<file path="config.mk">
export PLATFORM = sky130hd
export DESIGN_NAME = irq_pending_latch
export DESIGN_NICKNAME = d
export VERILOG_FILES = /design/src/rtl/irq_pending_latch.sv
export SDC_FILE = /design/constraint.sdc
export NUM_CORES = 1
export LEC_CHECK = 0
export BUFFER_PORTS_ARGS = -buffer_cell sky130_fd_sc_hd__buf_4
export CAP_MARGIN = 20
export CORE_ASPECT_RATIO = 0.5
export CORE_MARGIN = 1.5
export CORE_UTILIZATION = 54
export CTS_BUF_LIST = sky130_fd_sc_hd__clkbuf_8
export CTS_CLUSTER_SIZE = 10
export DETAILED_ROUTE_END_ITERATION = 7
export GPL_TIMING_DRIVEN = 0
export PLACE_DENSITY = 0.93
export SYNTH_ARGS = -nofsm -noshare
export SYNTH_HDL_FRONTEND = slang
export SYNTH_SLANG_ARGS = --single-unit
</file>
<file path="constraint.sdc">
create_clock -name i_clk -period 2.05 [get_ports i_clk]
set_input_delay 0 -clock i_clk [delete_from_list [all_inputs] [get_ports i_clk]]
set_output_delay 0 -clock i_clk [all_outputs]
set_load 0.03 [all_outputs]
</file>
<file path="src/rtl/irq_pending_latch.sv">
// Request capture with sticky pending bits, enable mask and a single-grant
// valid/ack handshake that is withdrawn after TIMEOUT unacknowledged cycles.
module irq_pending_latch #(
    parameter int unsigned TIMEOUT = 15
) (
    input  logic       i_clk,
    input  logic       i_rst,
    input  logic       i_en,
    input  logic [7:0] i_req,
    input  logic       i_mask_wr,
    input  logic [7:0] i_mask_in,
    input  logic       i_ack,
    output logic       o_irq_valid,
    output logic [2:0] o_irq_id,
    output logic [7:0] o_pending,
    output logic [7:0] o_mask
);

    typedef enum logic {
        StIdle,
        StIssue
    } state_t;

    localparam logic [7:0] CntLast = 8'(TIMEOUT - 1);

    state_t     r_state;
    logic [7:0] r_cnt;
    logic [2:0] r_irq_id;
    logic [7:0] r_pending;
    logic [7:0] r_mask;
    logic [7:0] r_req_d;

    state_t     w_state_next;
    logic [7:0] w_cnt_next;
    logic [2:0] w_id_next;
    logic [7:0] w_clr;
    logic [7:0] w_rise;
    logic [7:0] w_elig;
    logic [2:0] w_hi_idx;

    assign w_rise = i_req & ~r_req_d;
    assign w_elig = r_pending & r_mask;

    // Ascending scan: the last set bit seen is the highest-numbered one.
    always_comb begin
        w_hi_idx = 3'd0;
        for (int i = 0; i < 8; i++) begin
            if (w_elig[i]) begin
                w_hi_idx = 3'(i);
            end
        end
    end

    always_comb begin
        w_state_next = r_state;
        w_cnt_next   = r_cnt;
        w_id_next    = r_irq_id;
        w_clr        = 8'h00;
        unique case (r_state)
            StIdle: begin
                if (i_en && (w_elig != 8'h00)) begin
                    w_id_next    = w_hi_idx;
                    w_cnt_next   = 8'h00;
                    w_state_next = StIssue;
                end
            end
            StIssue: begin
                if (i_ack) begin
                    w_clr        = 8'h01 << r_irq_id;
                    w_state_next = StIdle;
                end else if (!i_en) begin
                    w_state_next = StIdle;
                end else if (r_cnt == CntLast) begin
                    w_state_next = StIdle;
                end else begin
                    w_cnt_next = r_cnt + 8'h01;
                end
            end
            default: begin
                w_state_next = StIdle;
            end
        endcase
    end

    always_ff @(posedge i_clk) begin
        if (i_rst) begin
            r_state   <= StIdle;
            r_cnt     <= 8'h00;
            r_irq_id  <= 3'd0;
            r_pending <= 8'h00;
            r_mask    <= 8'hFF;
            r_req_d   <= 8'h00;
        end else begin
            r_state   <= w_state_next;
            r_cnt     <= w_cnt_next;
            r_irq_id  <= w_id_next;
            // A fresh rising edge wins over an ack clear of the same bit.
            r_pending <= (r_pending & ~w_clr) | w_rise;
            r_req_d   <= i_req;
            if (i_mask_wr) begin
                r_mask <= i_mask_in;
            end
        end
    end

    assign o_irq_valid = (r_state == StIssue);
    assign o_irq_id    = r_irq_id;
    assign o_pending   = r_pending;
    assign o_mask      = r_mask;

endmodule
</file>
==> out/results.tsv <==
stage	metric	value	unit
layout	Register Area	720.7	µm²
timing	worst slew pin tran	0.6971	ns
logic_synthesis	most area-hungry cell type in the Yosys netlist	dfxtp_1	
worst_setup_path	worst r2r path cells	6	
timing	crit path time final	1.825	ns
layout	fin nets	252	
logic_synthesis	Mapped Area	1588	µm²
route	Final ANT Viol Nets	0	
die	core area	2684	µm²
worst_setup_path	Crit path max-delay family	compound AO/OA/AOI/OAI gates	
die	# rows	13	
placement	GPL Wtd Cong	0.8928	
logic_synthesis	Net Count, Synth	189	
route	DRC errors left	0	
run	Max Cap Viol	0	
grt	vias in the first global route	1480	
grt	GRT Util Overall	0.2788	
worst_setup_path	CP Launch Type	register	
grt	grt ovf	0	
layout	Ant. Diodes	0	
pwr	Gate power share	0.186	
cts	TritonCTS Buffers	5	
worst_setup_path	crit path max-delay cell type	or4b_4	
die	Initial Utilization	0.5916	
worst_setup_path	Critical Path RT	2.24	ns
timing	Max Clock Skew	0.007842	ns
die	Total Die Area	3295	µm²
hold_path	hold path startpoint	i_en	
logic_synthesis	top-count cell post-synth	dfxtp_1	
worst_setup_path	Critical Path Sink	r_cnt[2]	
logic_synthesis	asr flop ratio synth	0	
cts	TritonCTS clock tree	yes	
route	wire per inst	16.37	µm
timing	accumulated negative setup slack	0	ns
logic_synthesis	Main synth FF type	dfxtp_1	
layout	synth-to-layout area growth	39.24	%
layout	final-layout fill cell count	156	
cts	Root Buffer	clkbuf_8	
route	vias per cell	5.850	
timing	Setup-failing EPs final	0	
pwr	clock network power share	0.363	
cts	clock slew at reported path FFs	0.07	ns
grt	first-pass GRT wire length	6.568	mm
layout	multi-input logic area	813.3	µm²
worst_setup_path	arrival time worst endpoint	2.01	ns
pwr	PD cells	785.5	nW/µm²
cts	clk buf depth	2	
logic_synthesis	FF+latch count, synth	36	
grt	largest net degree at the start of global routing	13	
cts	H-tree levels	2	
logic_synthesis	number of synthesized flops with an enable pin	0	
logic_synthesis	Post-synth top cells	36 x dfxtp_1, 14 x nand2b_1, 13 x a21oi_1, 13 x nand2_1, 12 x nand3_1	
layout	proportion of layout cells with a drive suffix above 1	0.2565	
pwr	Pint	0.001248	W
cts	CTS sink cnt	36	
route	WL final	4.372	mm
logic_synthesis	Synth Instances	166	
timing	worst setup margin	0.2252	ns
timing	period utilization	0.8901	
placement	dpl hpwl	2.908	mm
worst_setup_path	CP Cell Sequence	ha_1, or4b_4, o21ai_2, buf_6, a211oi_1, a41o_1	
logic_synthesis	synth unique cells	42	
placement	pre-CTS setup slack	0.2458	ns
worst_setup_path	Worst Setup SP	r_cnt[1]	
die	Top Ports	41	
logic_synthesis	Synth top area share	0.4539	
timing	Rel. slew slack	0.5337	
pwr	part of the power in registers	0.451	
pwr	Pleak	0.9252	nW
timing	max-slew violations	0	
route	via count	1562	
logic_synthesis	synth top area cells	dfxtp_1 45%, nand2b_1 5.5%, mux2i_1 5.0%	
timing	RSZ-0062 raised after global routing	no	
worst_setup_path	r2r setup slk	0.23	ns
route	DR pass1 iterations	4	
status	status	finished clean	
timing	Min Hold Slack	0.1888	ns
cts	post-CTS setup buffer count	0	
pwr	Switching Power	0.0004884	W
worst_setup_path	crit-path max FO	10	
worst_setup_path	Setup crit end kind	register	
worst_setup_path	WP buf/inv	1	
pwr	Switching Fraction	0.2812	
worst_setup_path	R2R Path Start	r_cnt[1]	
logic_synthesis	post-synthesis average cell area	9.565	µm²
worst_setup_path	Worst path depth	6	
cts	Resized Gates After CTS	0	
worst_setup_path	Crit Path Category	reg2reg	
hold_path	min-delay worst type	in2reg	
logic_synthesis	Yosys Warn Count	0	
grt	initial antenna violation count	0	
placement	Buffers on Ports	38	
timing	Max Freq	548.0	MHz
worst_setup_path	Critical R2R Capture	r_cnt[2]	
timing	Hold Fails Final Rpt	0	
pwr	VDD IR max	0.0006260	V
worst_setup_path	CP max stage delay	0.48	ns
cts	Skew-Pair Late Insertion Delay	0.30	ns
die	Die Height	41.35	µm
die	die width	79.69	µm
route	drt initial violations	152	
logic_synthesis	sequential share of the synthesized area	0.4539	
==> how the worst min path moves through the flow <==
stage                       to  slack, ns  depth (start not counted)
finish                r_cnt[4]       0.19                          5
global route          r_cnt[4]       0.23                          5
CTS                   r_cnt[4]       0.19                          5
detailed placement  r_req_d[0]       0.21                          2
global placement    r_req_d[3]       0.21                          2
floorplan           r_req_d[0]       0.13                          1
==> final cells by class <==
cell class	count	area share
buffer	6	0.01924
timing repair buffer	56	0.2105
clock inverter	3	0.01924
sequential	36	0.3260
tap	37	0.02094
inverter	3	0.005093
multi-input combinational	121	0.3679
clock buffer	5	0.03113
==> power by group through the flow <==
stage          logic, W  registers (W)  clock network, W
2_1_floorplan  0.000124       0.000846                 0
3_3_place_gp   0.000279       0.000794                 0
3_5_place_dp   0.000288       0.000796                 0
4_1_cts        0.000319       0.000781          0.000628
5_1_grt        0.000344       0.000790          0.000661
6_report       0.000323       0.000784          0.000630
==> per-stage QoR <==
| step | instance area (µm²) | total power, W | util | cells |
|---|---|---|---|---|
| 2_1_floorplan | 1588 | 0.0009699 | - | 166 |
| 3_3_place_gp | 1919 | 0.001073 | 0.7152 | 241 |
| 3_5_place_dp | 1919 | 0.001084 | 0.7152 | 241 |
| 4_1_cts | 2211 | 0.001728 | 0.8238 | 267 |
| 5_1_grt | 2211 | 0.001795 | 0.8238 | 267 |
| 6_report | 2211 | 0.001737 | 0.8238 | 267 |
==> cells in the final DEF, fill, tap and decap left out, types with 3 or more instances in the layout <==
cell type / instances
dfxtp_1: 36
clkbuf_1: 3
dlygate4sd3_1: 18
nand3_1: 12
a22o_2: 3
nor2b_1: 8
o21ai_1: 9
clkbuf_8: 5
buf_4: 38
nand2b_1: 14
a21oi_1: 13
mux2i_1: 8
nand2_1: 13
a31oi_1: 3
==> timing repair <==
action	in CTS	in global routing
endpoints found under the setup margin	0	0
hold buffers	18	0
endpoints found under the hold margin	24	0
==> flip-flops by register name (all words and copies together) (netlist names) <==
signal       count
o_irq_valid      1
o_pending        8
r_cnt            8
o_irq_id         3
o_mask           8
r_req_d          8
==> metal layers <==
| layer | part of all wire | vias to the layer above | GRT usage |
|---|---|---|---|
| met3 | 0.068 | 17 | 0.07174 |
| li1 | - | 732 | - |
| met5 | 0 | - | 0 |
| met4 | 0.028 | 0 | 0.1667 |
| met1 | 0.42 | 746 | 0.3056 |
| met2 | 0.49 | 67 | 0.5275 |
==> logic make-up after synthesis <==
kind of cell             count (synthesis)  share of synthesized area
adder cells (fa/ha/maj)                  2                    0.01576
buffers and inverters                    9                    0.03388
flip-flops                              36                     0.4539
AO/OA/AOI/OAI                           44                     0.2002
AND/OR/NAND/NOR                         66                     0.2388
multiplexers                             9                    0.05753
==> worst register-to-register path: cells and delay by family, from the launching register on <==
kind / cells / cell delay (ns)
fa+ha+maj: 1 / 0.17
flops: 1 / 0.42
simple gates: 1 / 0.48
buf+inv: 1 / 0.17
compound gates: 3 / 0.49
Power figures use the tool's default switching activity.
